**config.mk**
```make
export PLATFORM = sky130hd
export DESIGN_NAME = pll_div_bank
export DESIGN_NICKNAME = d
export VERILOG_FILES = /design/src/rtl/pll_div_bank_pkg.sv /design/src/rtl/pll_div_chan.sv /design/src/rtl/pll_div_bank.sv
export SDC_FILE = /design/constraint.sdc
export NUM_CORES = 1
export LEC_CHECK = 0
export CORE_ASPECT_RATIO = 0.75
export CORE_MARGIN = 2
export CORE_UTILIZATION = 55
export CTS_CLUSTER_SIZE = 12
export DETAILED_ROUTE_END_ITERATION = 10
export PLACE_DENSITY = 0.82
export SYNTH_ARGS = -nofsm -noshare
export SYNTH_HDL_FRONTEND = slang
export SYNTH_SLANG_ARGS = --single-unit
```
**constraint.sdc**
```tcl
create_clock -name clk_i -period 4.7 [get_ports clk_i]
set_clock_uncertainty 0.05 [all_clocks]
set_input_delay 0.94 -clock clk_i [delete_from_list [all_inputs] [get_ports clk_i]]
set_output_delay 0.94 -clock clk_i [all_outputs]
set_load 0.03 [all_outputs]
```
**src/rtl/pll_div_bank_pkg.sv**
```systemverilog
// pll_div_bank_pkg: shared types and default constants for the divided-clock bank.
//   chan_state_e  per-channel lock state machine encoding
//   DEF_*         default values for the pll_div_bank / pll_div_chan parameters
package pll_div_bank_pkg;

  typedef enum logic [1:0] {
    CH_LOCKED  = 2'd0,
    CH_PENDING = 2'd1,
    CH_RELOCK  = 2'd2
  } chan_state_e;

  localparam int unsigned DEF_NUM_CHANNELS = 3;
  localparam int unsigned DEF_DIV_WIDTH    = 8;
  localparam int unsigned DEF_LOCK_CYCLES  = 16;
  localparam int unsigned DEF_RESET_DIV    = 1;
  localparam int unsigned DEF_RT_DIV       = 4;
  localparam int unsigned LOSS_CNT_W       = 8;

endpackage

```
**src/rtl/pll_div_chan.sv**
```systemverilog
// pll_div_chan: one divided-clock channel with glitch-free divider switching.
//   clk_i, rst_i    reference clock, synchronous active-high reset
//   wr, wr_div      accepted config write for this channel and its new half-period
//   pending         channel holds a not-yet-applied divide value
//   clk_o           registered divided clock (low while div = 0)
//   lock_o          channel is LOCKED
//   lock_loss_cnt   saturating LOCKED->PENDING count (PLL_DIV_BANK_LOCKCNT_EN only)
module pll_div_chan
  import pll_div_bank_pkg::*;
#(
  parameter int unsigned DivWidth   = DEF_DIV_WIDTH,
  parameter int unsigned LockCycles = DEF_LOCK_CYCLES,
  parameter int unsigned ResetDiv   = DEF_RESET_DIV
) (
  input  logic                clk_i,
  input  logic                rst_i,
  input  logic                wr,
  input  logic [DivWidth-1:0] wr_div,
  output logic                pending,
  output logic                clk_o,
  output logic                lock_o
`ifdef PLL_DIV_BANK_LOCKCNT_EN
  ,
  output logic [LOSS_CNT_W-1:0] lock_loss_cnt
`endif
);

  localparam int unsigned LcW = (LockCycles > 1) ? $clog2(LockCycles) : 1;

  chan_state_e         state, state_n;
  logic [DivWidth-1:0] div, div_n, pend, pend_n, cnt, cnt_n;
  logic [LcW-1:0]      lcnt, lcnt_n;
  logic                clk_q, clk_n, tick;

  always_ff @(posedge clk_i) begin
    if (rst_i) begin
      state <= CH_RELOCK;
      div   <= DivWidth'(ResetDiv);
      pend  <= '0;
      cnt   <= '0;
      lcnt  <= '0;
      clk_q <= 1'b0;
    end else begin
      state <= state_n;
      div   <= div_n;
      pend  <= pend_n;
      cnt   <= cnt_n;
      lcnt  <= lcnt_n;
      clk_q <= clk_n;
    end
  end

  always_comb begin
    state_n = state;
    div_n   = div;
    pend_n  = pend;
    cnt_n   = cnt;
    lcnt_n  = lcnt;
    clk_n   = clk_q;
    tick    = (div != '0) && (cnt == div - 1'b1);

    // Free-running half-period divider at the current div.
    if (div == '0) begin
      cnt_n = '0;
      clk_n = 1'b0;
    end else if (tick) begin
      cnt_n = '0;
      clk_n = ~clk_q;
    end else begin
      cnt_n = cnt + 1'b1;
    end

    unique case (state)
      CH_LOCKED: begin
        if (wr) begin
          pend_n  = wr_div;
          state_n = CH_PENDING;
        end
      end
      CH_RELOCK: begin
        if (wr) begin
          pend_n  = wr_div;
          state_n = CH_PENDING;
        end else if (lcnt == LcW'(LockCycles - 1)) begin
          state_n = CH_LOCKED;
        end else begin
          lcnt_n = lcnt + 1'b1;
        end
      end
      CH_PENDING: begin
        // Switch only when the output is low and about to rise, so the
        // old high phase always completes and the new one starts from zero.
        if ((div == '0) || (tick && !clk_q)) begin
          div_n   = pend;
          cnt_n   = '0;
          clk_n   = 1'b0;
          lcnt_n  = '0;
          state_n = CH_RELOCK;
        end
      end
      default: state_n = CH_RELOCK;
    endcase
  end

  assign pending = (state == CH_PENDING);
  assign lock_o  = (state == CH_LOCKED);
  assign clk_o   = clk_q;

`ifdef PLL_DIV_BANK_LOCKCNT_EN
  always_ff @(posedge clk_i) begin
    if (rst_i) begin
      lock_loss_cnt <= '0;
    end else if ((state == CH_LOCKED) && wr && (lock_loss_cnt != '1)) begin
      lock_loss_cnt <= lock_loss_cnt + 1'b1;
    end
  end
`endif

endmodule

```
**src/rtl/pll_div_bank.sv**
```systemverilog
// pll_div_bank: bank of NumChannels reconfigurable divided clocks plus a fixed rt clock.
//   clk_i, rst_i          sole reference clock, synchronous active-high reset
//   cfg_valid_i/ready_o   config handshake; ready low only while addressed channel is pending
//   cfg_ch_i, cfg_div_i   target channel and new half-period (0 gates the channel)
//   cfg_err_o             one-cycle pulse after an accepted out-of-range channel
//   clk_o, lock_o         per-channel divided clock and lock indication
//   rt_clk_o              fixed clock, half-period RtDiv
//   lock_loss_cnt_o       per-channel 8-bit lock-loss counts, only with PLL_DIV_BANK_LOCKCNT_EN
module pll_div_bank
  import pll_div_bank_pkg::*;
#(
  parameter int unsigned NumChannels = DEF_NUM_CHANNELS,
  parameter int unsigned DivWidth    = DEF_DIV_WIDTH,
  parameter int unsigned LockCycles  = DEF_LOCK_CYCLES,
  parameter int unsigned ResetDiv    = DEF_RESET_DIV,
  parameter int unsigned RtDiv       = DEF_RT_DIV,
  localparam int unsigned ChW        = (NumChannels > 1) ? $clog2(NumChannels) : 1
) (
  input  logic                   clk_i,
  input  logic                   rst_i,
  input  logic                   cfg_valid_i,
  output logic                   cfg_ready_o,
  input  logic [ChW-1:0]         cfg_ch_i,
  input  logic [DivWidth-1:0]    cfg_div_i,
  output logic                   cfg_err_o,
  output logic [NumChannels-1:0] clk_o,
  output logic [NumChannels-1:0] lock_o,
  output logic                   rt_clk_o
`ifdef PLL_DIV_BANK_LOCKCNT_EN
  ,
  output logic [NumChannels*LOSS_CNT_W-1:0] lock_loss_cnt_o
`endif
);

  localparam int unsigned RtW = (RtDiv > 1) ? $clog2(RtDiv) : 1;

  logic [NumChannels-1:0] pending, wr;
  logic                   hit;
  logic [RtW-1:0]         rt_cnt;

  // Address decode by comparison keeps out-of-range channels from indexing.
  always_comb begin
    hit         = 1'b0;
    cfg_ready_o = 1'b1;
    for (int unsigned i = 0; i < NumChannels; i++) begin
      if (cfg_ch_i == ChW'(i)) begin
        hit = 1'b1;
        if (pending[i]) cfg_ready_o = 1'b0;
      end
    end
  end

  for (genvar g = 0; g < NumChannels; g++) begin : g_chan
    assign wr[g] = cfg_valid_i && cfg_ready_o && (cfg_ch_i == ChW'(g));

    pll_div_chan #(
      .DivWidth  (DivWidth),
      .LockCycles(LockCycles),
      .ResetDiv  (ResetDiv)
    ) u_chan (
      .clk_i  (clk_i),
      .rst_i  (rst_i),
      .wr     (wr[g]),
      .wr_div (cfg_div_i),
      .pending(pending[g]),
      .clk_o  (clk_o[g]),
      .lock_o (lock_o[g])
`ifdef PLL_DIV_BANK_LOCKCNT_EN
      ,
      .lock_loss_cnt(lock_loss_cnt_o[g*LOSS_CNT_W +: LOSS_CNT_W])
`endif
    );
  end

  always_ff @(posedge clk_i) begin
    if (rst_i) begin
      cfg_err_o <= 1'b0;
      rt_cnt    <= '0;
      rt_clk_o  <= 1'b0;
    end else begin
      cfg_err_o <= cfg_valid_i && !hit;
      if (rt_cnt == RtW'(RtDiv - 1)) begin
        rt_cnt   <= '0;
        rt_clk_o <= ~rt_clk_o;
      end else begin
        rt_cnt <= rt_cnt + 1'b1;
      end
    end
  end

endmodule

```
After elaboration in Yosys (flattened, before gate mapping)
Index checks and enable logic that the tools add are counted.
{ "word_totals": {"register_bits": 97, "inputBits": 13, "output_inout_bits": 9, "word_cells": 172} }
{ "classes": {"addsub": 10, "eq_ne": 30, "mux": 60, "n_bitwise": 4, "n_reduce_logical": 47} }
{ "ops": {"columns": ["cell", "count"], "rows": [
  ["two-way mux 8 bit", 12],
  ["two-way mux 4 bit", 9],
  ["adder 8 x 1 -> 8 bit (second input constant)", 3],
  ["equality test 8 bit", 3],
  ["logical NOT 8 bit", 3],
  ["two-way mux 2 bit", 12],
  ["one-hot mux 4 bit (2 select lines)", 3],
  ["nonzero test 8 bit", 3],
  ["subtractor 8 x 1 -> 8 bit (second input constant)", 3],
  ["two-way mux 1 bit", 21],
  ["!= test 2 bit (second input constant)", 9],
  ["one-hot mux 2 bit (3 select lines)", 3],
  ["adder 4 x 1 -> 4 bit (second input constant)", 3],
  ["equality test 4 bit (second input constant)", 3],
  ["AND reduction 2 bit", 6],
  ["AND reduction 4 bit", 3],
  ["logical AND 1 bit", 11],
  ["equality test 2 bit (second input constant)", 5],
  ["!= test 3 x 1 -> 1 bit (second input constant)", 3],
  ["AND reduction 3 bit", 3],
  ["equality test 2 x 1 -> 1 bit (second input constant)", 4],
  ["logical NOT 2 bit", 4],
  ["OR reduction 2 bit", 4],
  ["!= test 2 x 1 -> 1 bit (second input constant)", 3],
  ["5 further kinds", 15]
]} }

Longest topological paths before layout
Gate-level depths: netlist (run 1).
{ "depth": {"word_depth": 11, "depth_mapped": 14, "depth_no_buf": 12} }

By module
A second synthesis (run 1) with hierarchy kept.
{ "hier_totals": {"hier_cells": 537, "hier_area_um2": 4648.2} }
{ "by_module_without_submodules": {"columns": ["module", "n_inst", "cells_per_inst", "area_per_inst_um2", "seq_area_each_um2"], "rows": [
  ["pll_div_chan at g_chan[0].u_chan", 1, 182, 1537.7, 620.6],
  ["pll_div_chan at g_chan[2].u_chan", 1, 174, 1490.2, 620.6],
  ["pll_div_chan at g_chan[1].u_chan", 1, 164, 1437.6, 620.6],
  ["pll_div_bank", 1, 17, 182.7, 80.1]
]} }

Worst setup path before layout (run 1)
OpenSTA, ideal clock, no wires.
{ "synth_timing": {"kind": "flip-flop to flip-flop", "startpoint": "register g_chan[1].u_chan.div[0]", "endpoint": "register g_chan[1].u_chan.cnt[1]", "setup_time_ps": 70, "arrival_ps": 3036, "t_required_ps": 4580, "setup_slack_ps": 1544, "stages_incl_launch_ff": 15, "n_path_buf": 2, "synth_period_minus_slack_ps": 3156, "cell_sequence": "dfxtp_1 > inv_1 > ha_1 > or4b_1 > buf_2 > nor4_4 > a311oi_1 > and3_1 > clkbuf_1 > and2_1 > ha_1 > nand2_1 > nor3b_1 > nand2_1 > a21oi_1"} }
{ "synth_between": {"elab_chain_cells": 7, "word_cells_on_any_way": 11, "classes_between": "1 x add/sub; 1 x eq/ne; 4 x mux; 5 x reduce/logical"} }
{ "synth_rtl": {"columns": ["element", "line_no", "text"], "rows": [
  ["from (decl)", "pll_div_chan.sv:31", "logic [DivWidth-1:0] div, div_n, pend, pend_n, cnt, cnt_n;"],
  ["from (signal assigned)", "pll_div_chan.sv:38", "div <= DivWidth'(ResetDiv);"],
  ["from (signal assigned)", "pll_div_chan.sv:45", "div <= div_n;"],
  ["subtractor 8 x 1 -> 8 bit", "pll_div_chan.sv:60", "tick = (div != '0) && (cnt == div - 1'b1);"],
  ["equality test 8 bit", "pll_div_chan.sv:60", null],
  ["logical AND 1 bit", "pll_div_chan.sv:60", null],
  ["two-way mux 8 bit / logical AND 1 bit (equally long branches)", "pll_div_chan.sv:66, pll_div_chan.sv:93", null],
  ["two-way mux 8 bit / logical OR 1 bit (equally long branches)", "pll_div_chan.sv:63, pll_div_chan.sv:93", null],
  ["two-way mux 8 bit", "pll_div_chan.sv:93", "if ((div == '0) || (tick && !clk_q)) begin"],
  ["two-way mux 8 bit (*)", "pll_div_chan.sv:73", "unique case (state)"],
  ["to (signal assigned)", "pll_div_chan.sv:47", "cnt <= cnt_n;"],
  ["to (decl)", "pll_div_chan.sv:31", null]
]} }
Every way passes the cells marked *; elsewhere a longest branch is shown, timed or not.
A chain may end at the register's enable or synchronous reset.

Worst setup path after layout (run 1)
{ "layout_timing": {"startpoint": "register g_chan[1].u_chan.div[0]", "endpoint": "register g_chan[1].u_chan.cnt[0]"} }
The elaborated chain is that of the path after synthesis.

==> results.ini, run 1 <==
[layout]
postLayoutCellArea_um2 = 5270
fin_nets = 592
multiInputGateArea_um2 = 2630
layout-drive-gt1-share = 0.0508
layout_common_cells = 97 x dfxtp_1, 86 x nand2_1, 59 x a21oi_1, 51 x nor2_1, 41 x xnor2_1
areaGrowthSynthToFinish_pct = 9.86
ff_latch_area_um2 = 1940
antenna_cells = 0
n_fill_cell = 711
final_common_cell = dfxtp_1

[synth]
synth-edff-count = 0
syn_area_um2 = 4790
synth_mux_area_frac = 0.0438
netlist-cell-type-count = 51
synth_xor_area_frac = 0.104
synth_top_family_by_area = simple AND/OR/NAND/NOR gates
synth-seq-cells = 97
synth_fa_ha_area_frac = 0.0339
synthArstFlopShare = 0
yosysWarnings = 0
synth-main-ff-cell = dfxtp_1
avgSynthCellArea_um2 = 8.43
synthSimpleGateAreaFrac = 0.243
synth_nets = 595
seq_area_frac_synth = 0.405
synth_compound_area_frac = 0.124
synth_cells = 569

[timing]
relSlewSlack = 0.250
rsz0062_at_grt = no
max_freq_mhz = 262
finalWorstSetupSlack_ps = 877
worst_slew_pin_slew_ps = 1120
final_max_slew_viol_count = 0
setup_viol = 0
hold_viol = 0
whs_ps = 376
layout_worst_path_cycle_share = 0.813
fin_crit_ps = 3820
fin_setup_tns_ps = 0

[route]
drc = 0
wl_per_cell_um = 15.0
antenna_left = 0
via_per_inst = 5.62
wirelength_um = 10200
dr.pass1.iters = 4
dr_total_vias = 3814
drtIter0Drc = 207

[floorplanning]
die_y_um = 84.9
die_w_um = 112
start_util = 0.567
rows = 29
io_pins = 22
dieArea_um2 = 9490
core-area_um2 = 8450

[global_routing]
met1_usage = 0.307
grt_max_degree = 42
grt_usage = 0.226
grt-ovfl-total = 0
busiest_layer = met2
grt_pass1_vias = 3593
grt.met3_usage = 0.0621
grt_pass1_wl_um = 17100
use_met2 = 0.359
antenna_found_initial = 0

[min_path]
whs_path_depth = 1
min_path_type = flop to flop
min_to = rt_cnt[0]
hold_start = rt_cnt[0]

[critical_path]
critPathTopFamily = simple AND/OR/NAND/NOR gates
start_kind = flop
crit_chain = inv_1 -> ha_1 -> or4b_1 -> nor4_4 -> a311oi_1 -> and3_1 -> and2_1 -> ha_1 -> nand2_1 -> nor3b_1 -> nand2b_1 -> a21oi_1
path_class = flop to flop
path_max_fanout = 9
critPathBufInv = 1
slowest_stage = nor3b_1
required_ps = 4920
cp_common_cell = ha_1
max_stage_delay_ps = 800
r2r_setup_slack_ps = 880
cp.arrival_ps = 4050
timing.rr.start = g_chan[1].u_chan.div[0]
cp.depth = 12
r2r_cells = 12
worst_r2r_endpoint = g_chan[1].u_chan.cnt[0]
endpoint_kind = flop

[clock_network]
numCtsBuffers = 9
clk_pin_slew_worst_paths_ps = 70
clockBufferDepth = 2
cts_resized = 0
ctsRootBufferMaster = clkbuf_16
cts.sinks = 97
htree_levels = 3
postCtsHoldBufs = 0
cts_tree = yes
post-cts-setup-buffers = 0
clk_latency_ps = 350

[power]
cellLeakagePower_uw = 0.00185
p_total_uw = 1830
powerDensity_nw_per_um2 = 347
p_sw_frac = 0.252
p_seq_frac = 0.481
clockPowerShare = 0.415
p_comb_frac = 0.104
p_int_uw = 1370
ir_drop_mv = 0.277
p_switching_uw = 462

[place]
port_buffers = 21
placed_area_um2 = 4960
dpl.hpwl_um = 7290
globalplace.congestion = 0.829
dp_slack_ps = 1000

[outcome]
outcome = complete, no violations

[flow_run]
cap_violations = 0

## stage by stage
step,instances,utilization
finish,679,0.623
global placement,663,0.586
detailed placement,663,0.586
CTS,679,0.623
floorplan,569,-
global route,679,0.623
## cells by family after synthesis
kind of cell    Yosys count
flops                    97
buf+inv                  46
mux                      21
fa+ha+maj                13
simple gates            237
compound gates           98
xor+xnor                 57
## routing by layer
layer | routed length, um | up-vias
li1 | - | 1943
met1 | 4820 | 1798
met2 | 4750 | 61
met3 | 517 | 12
met4 | 111 | 0
met5 | 0 | -
## layout make-up
class                           instances  share of cell area
Clock buffer                           10              0.0454
Multi-Input combinational cell        426               0.499
Timing Repair Buffer                   22              0.0404
Tap cell                              108              0.0257
Inverter                               10             0.00713
Clock inverter                          6              0.0138
Sequential cell                        97               0.369
## worst max path at each step
stage	startpoint	endpoint	slack [ps]
floorplan	g_chan[1].u_chan.div[0]	g_chan[1].u_chan.cnt[1]	1540
global placement	cfg_ch_i[0]	cfg_ready_o	1140
detailed placement	g_chan[1].u_chan.div[0]	g_chan[1].u_chan.cnt[6]	1000
CTS	g_chan[1].u_chan.div[0]	g_chan[1].u_chan.cnt[0]	910
global route	g_chan[1].u_chan.div[0]	g_chan[1].u_chan.cnt[7]	440
finish	g_chan[1].u_chan.div[0]	g_chan[1].u_chan.cnt[0]	880
## registers in the layout, indices dropped and copies added, names as in the netlist
name,count
g_chan.u_chan.state,6
g_chan.u_chan.pend,24
rt_clk_o,1
g_chan.u_chan.clk_o,3
cfg_err_o,1
g_chan.u_chan.cnt,24
rt_cnt,2
g_chan.u_chan.lcnt,12
g_chan.u_chan.div,24
## power by group through the flow
| stage | logic (uW) | registers (uW) | clock network, uW |
|---|---|---|---|
| 6_report | 190 | 879 | 760 |
| 5_1_grt | 215 | 883 | 809 |
| 4_1_cts | 191 | 879 | 777 |
| 3_5_place_dp | 190 | 898 | 0 |
| 3_3_place_gp | 181 | 896 | 0 |
| 2_1_floorplan | 145 | 893 | 0 |
## cells in the mapped netlist, types with 3 or more instances
library cell  count  share of area
a211o_1           5         0.0091
o31ai_1           3         0.0047
nor2b_1           7         0.0091
a211oi_1          4         0.0063
nor2_1           51          0.040
nand3_1          19          0.020
nand4_1           4         0.0052
buf_6             3         0.0070
a31oi_1           5         0.0065
buf_4             6         0.0094
a21oi_1          59          0.062
ha_1             13          0.034
buf_2             5         0.0052
o21a_2            3         0.0055
a2111oi_0         3         0.0055
mux2i_1          21          0.044
clkbuf_1         21          0.016
nand3b_1          5         0.0078
inv_1            10         0.0078
nor3_1           19          0.020
nand2b_1          8          0.010
and3_1            8          0.010
o21ai_0           5         0.0052
xor2_1           16          0.029
nor3b_1           7          0.011
xnor2_1          41          0.075
dfxtp_1          97           0.41
and4_1            3         0.0055
and2_1            5         0.0065
nand2_1          86          0.067
(Power assumes the default switching activity.)
==> run 2, diff against run 1 <==
==> constraint.sdc (replaced) <==
create_clock -name clk_i -period 4 [get_ports clk_i]
set_clock_uncertainty 0.05 [all_clocks]
set_input_delay 0.8 -clock clk_i [delete_from_list [all_inputs] [get_ports clk_i]]
set_output_delay 0.8 -clock clk_i [all_outputs]
set_load 0.03 [all_outputs]
==> run 2 against run 1 <==
- die area unchanged
- worst setup slack lost 420 ps
- fmax up 7.9%
- first-iteration DRC count grew 6.8%
- sequential power rose by 17%
- register-to-register slack lost 420 ps
- clock-buffer cell count is 2 higher
- critical endpoint is now g_chan[1].u_chan.lcnt[1]
==> results.ini, run 2 (same netlist as run 1, synthesis figures left out) <==
[floorplanning]
dieArea_um2 = 9490  ; unchanged
start_util = 0.567  ; unchanged
die_y_um = 84.9  ; unchanged
io_pins = 22  ; unchanged
core-area_um2 = 8450  ; unchanged
rows = 29  ; unchanged
die_w_um = 112  ; unchanged

[timing]
rsz0062_at_grt = no  ; unchanged
max_freq_mhz = 282  ; was 262 MHz
final_max_slew_viol_count = 0  ; unchanged
fin_setup_tns_ps = 0  ; unchanged
setup_viol = 0  ; unchanged
relSlewSlack = 0.461  ; was 0.250
layout_worst_path_cycle_share = 0.886  ; was 0.813
fin_crit_ps = 3540  ; was 3820 ps
worst_slew_pin_slew_ps = 809  ; was 1120 ps
hold_viol = 0  ; unchanged

[global_routing]
antenna_found_initial = 0  ; unchanged
grt_pass1_vias = 3639  ; was 3593
grt_pass1_wl_um = 16500  ; was 17100 um
grt_max_degree = 46  ; was 42
grt_usage = 0.214  ; was 0.226
grt-ovfl-total = 0  ; unchanged

[critical_path]
critPathTopFamily = simple AND/OR/NAND/NOR gates  ; unchanged
critPathBufInv = 1  ; unchanged
required_ps = 4210  ; was 4920 ps
startpoint = g_chan[1].u_chan.div[0]  ; unchanged
cp.arrival_ps = 3750  ; was 4050 ps
slowest_stage = or4b_1  ; was nor3b_1
endpoint_kind = flop  ; unchanged
worst_r2r_endpoint = g_chan[1].u_chan.lcnt[1]  ; was g_chan[1].u_chan.cnt[0]
crit_chain = inv_1 -> ha_1 -> or4b_1 -> nor4_4 -> a311oi_1 -> and3_1 -> and2_1 -> ha_1 -> o21a_2 -> or3b_2 -> a21oi_1  ; was inv_1 -> ha_1 -> or4b_1 -> nor4_4 -> a311oi_1 -> and3_1 -> and2_1 -> ha_1 -> nand2_1 -> nor3b_1 -> nand2b_1 -> a21oi_1
start_kind = flop  ; unchanged
r2r_setup_slack_ps = 460  ; was 880 ps
path_max_fanout = 12  ; was 9
path_class = flop to flop  ; unchanged
cp.depth = 11  ; was 12
r2r_cells = 11  ; was 12
timing.rr.start = g_chan[1].u_chan.div[0]  ; unchanged
cp_common_cell = ha_1  ; unchanged
max_stage_delay_ps = 600  ; was 800 ps

[route]
drc = 0  ; unchanged
drtIter0Drc = 221  ; was 207
wirelength_um = 9710  ; was 10200 um
wl_per_cell_um = 14.2  ; was 15.0 um
dr_total_vias = 3843  ; was 3814
via_per_inst = 5.63  ; was 5.62
dr.pass1.iters = 4  ; unchanged
antenna_left = 0  ; unchanged

[layout]
layout-drive-gt1-share = 0.0557  ; was 0.0508
antenna_cells = 0  ; unchanged
layout_common_cells = 97 x dfxtp_1, 86 x nand2_1, 59 x a21oi_1, 51 x nor2_1, 41 x xnor2_1  ; unchanged
reg_top3 = g_chan.u_chan.cnt: 24 flops, g_chan.u_chan.div: 24 flops, g_chan.u_chan.pend: 24 flops  ; unchanged
multiInputGateArea_um2 = 2630  ; unchanged
final_util = 0.626  ; was 0.623
ff_latch_area_um2 = 1940  ; unchanged
fin_nets = 595  ; was 592
postLayoutCellArea_um2 = 5290  ; was 5270 um^2
n_fill_cell = 708  ; was 711
areaGrowthSynthToFinish_pct = 10.4  ; was 9.86%
final_common_cell = dfxtp_1  ; unchanged

[power]
ir_drop_mv = 0.325  ; was 0.277 mV
p_sw_frac = 0.239  ; was 0.252
p_comb_frac = 0.103  ; was 0.104
powerDensity_nw_per_um2 = 406  ; was 347 nW/um^2
cellLeakagePower_uw = 0.00188  ; was 0.00185 uW
p_seq_frac = 0.482  ; was 0.481
clockPowerShare = 0.415  ; about the same
p_int_uw = 1630  ; was 1370 uW
p_switching_uw = 513  ; was 462 uW

[clock_network]
htree_levels = 3  ; unchanged
cts.sinks = 97  ; unchanged
numCtsBuffers = 9  ; unchanged
cts_tree = yes  ; unchanged
cts_resized = 0  ; unchanged
postCtsHoldBufs = 0  ; unchanged
clk_pin_slew_worst_paths_ps = 60  ; was 70 ps
ctsRootBufferMaster = clkbuf_16  ; unchanged
clockBufferDepth = 2  ; unchanged
post-cts-setup-buffers = 0  ; unchanged
clk_latency_ps = 340  ; was 350 ps

[outcome]
outcome = complete, no violations  ; unchanged

[flow_run]
cap_violations = 0  ; unchanged

[place]
dpl.hpwl_um = 7070  ; was 7290 um
globalplace.congestion = 0.806  ; was 0.829
port_buffers = 21  ; unchanged
placed_area_um2 = 4980  ; was 4960 um^2

[min_path]
min_path_type = flop to flop  ; unchanged
min_to = rt_cnt[0]  ; unchanged
whs_path_depth = 1  ; unchanged
hold_start = rt_cnt[0]  ; unchanged

## run 2: cell types whose count changed in the layout (fill, tap and decap cells not counted)
cell        change
buf_4           +3
clkbuf_8        +2
clkinv_2        +2
clkinv_4        -1
clkinvlp_4      -1
inv_6           -2
## run 2: routing by layer
| layer | GRT usage | wire length [um] |
|---|---|---|
| met1 | 0.295 | 4940 |
| met2 | 0.334 | 4350 |
| met3 | 0.0643 | 333 |
| met4 | 0.0505 | 89 |
| met5 | 0 | 0 |
## run 2: metrics by stage
step | power, uW | hold slack (ps) | instances | setup WS [ps]
after floorplan | 1220 | 354 | 569 | 844
after global placement | 1270 | 362 | 666 | 666
after detailed placement | 1280 | 371 | 666 | 490
after CTS | 2160 | 380 | 682 | 468
after global routing | 2230 | 391 | 682 | 254
final | 2150 | 376 | 682 | 457
## run 2: how the worst max path moves through the flow
stage	end	slack (ps)
5_1_grt	g_chan[1].u_chan.lcnt[1]	250
3_3_place_gp	g_chan[1].u_chan.lcnt[1]	670
3_5_place_dp	g_chan[1].u_chan.lcnt[1]	490
4_1_cts	g_chan[1].u_chan.lcnt[1]	470
2_1_floorplan	g_chan[1].u_chan.cnt[1]	840
6_report	g_chan[1].u_chan.lcnt[1]	460
## run 2: area by class of cell
| type | count | share of cell area |
|---|---|---|
| tap | 108 | 0.0255 |
| clock buffer | 12 | 0.0503 |
| multi-input combinational | 426 | 0.497 |
| clock inverter | 4 | 0.00922 |
| sequential | 97 | 0.367 |
| inverter | 10 | 0.00709 |
| timing repair buffer | 25 | 0.0444 |
## run 2: power by group through the flow
stage          logic, uW  clock network, uW  registers (uW)
3_3_place_gp         214                  0            1050
6_report             222                891            1030
3_5_place_dp         222                  0            1050
5_1_grt              249                939            1040
2_1_floorplan        170                  0            1050
4_1_cts              223                904            1030
## run 2: worst reg2reg max path: stages (launching register included)
cell and delay, ps:
dfxtp_1 350, inv_1 120, ha_1 250, or4b_1 600
nor4_4 320, a311oi_1 80, and3_1 270, and2_1 200
ha_1 230, o21a_2 340, or3b_2 500, a21oi_1 160
==> run 3, diff against run 2 <==
--- a/config.mk
+++ b/config.mk
@@ -10,7 +10,9 @@
 export CORE_UTILIZATION = 55
 export CTS_CLUSTER_SIZE = 12
 export DETAILED_ROUTE_END_ITERATION = 10
+export HOLD_SLACK_MARGIN = 0.08
 export PLACE_DENSITY = 0.82
+export SLEW_MARGIN = 20
 export SYNTH_ARGS = -nofsm -noshare
 export SYNTH_HDL_FRONTEND = slang
 export SYNTH_SLANG_ARGS = --single-unit
==> results of run 3 <==
Final layout, timing and power as in run 2 (identical DEF).
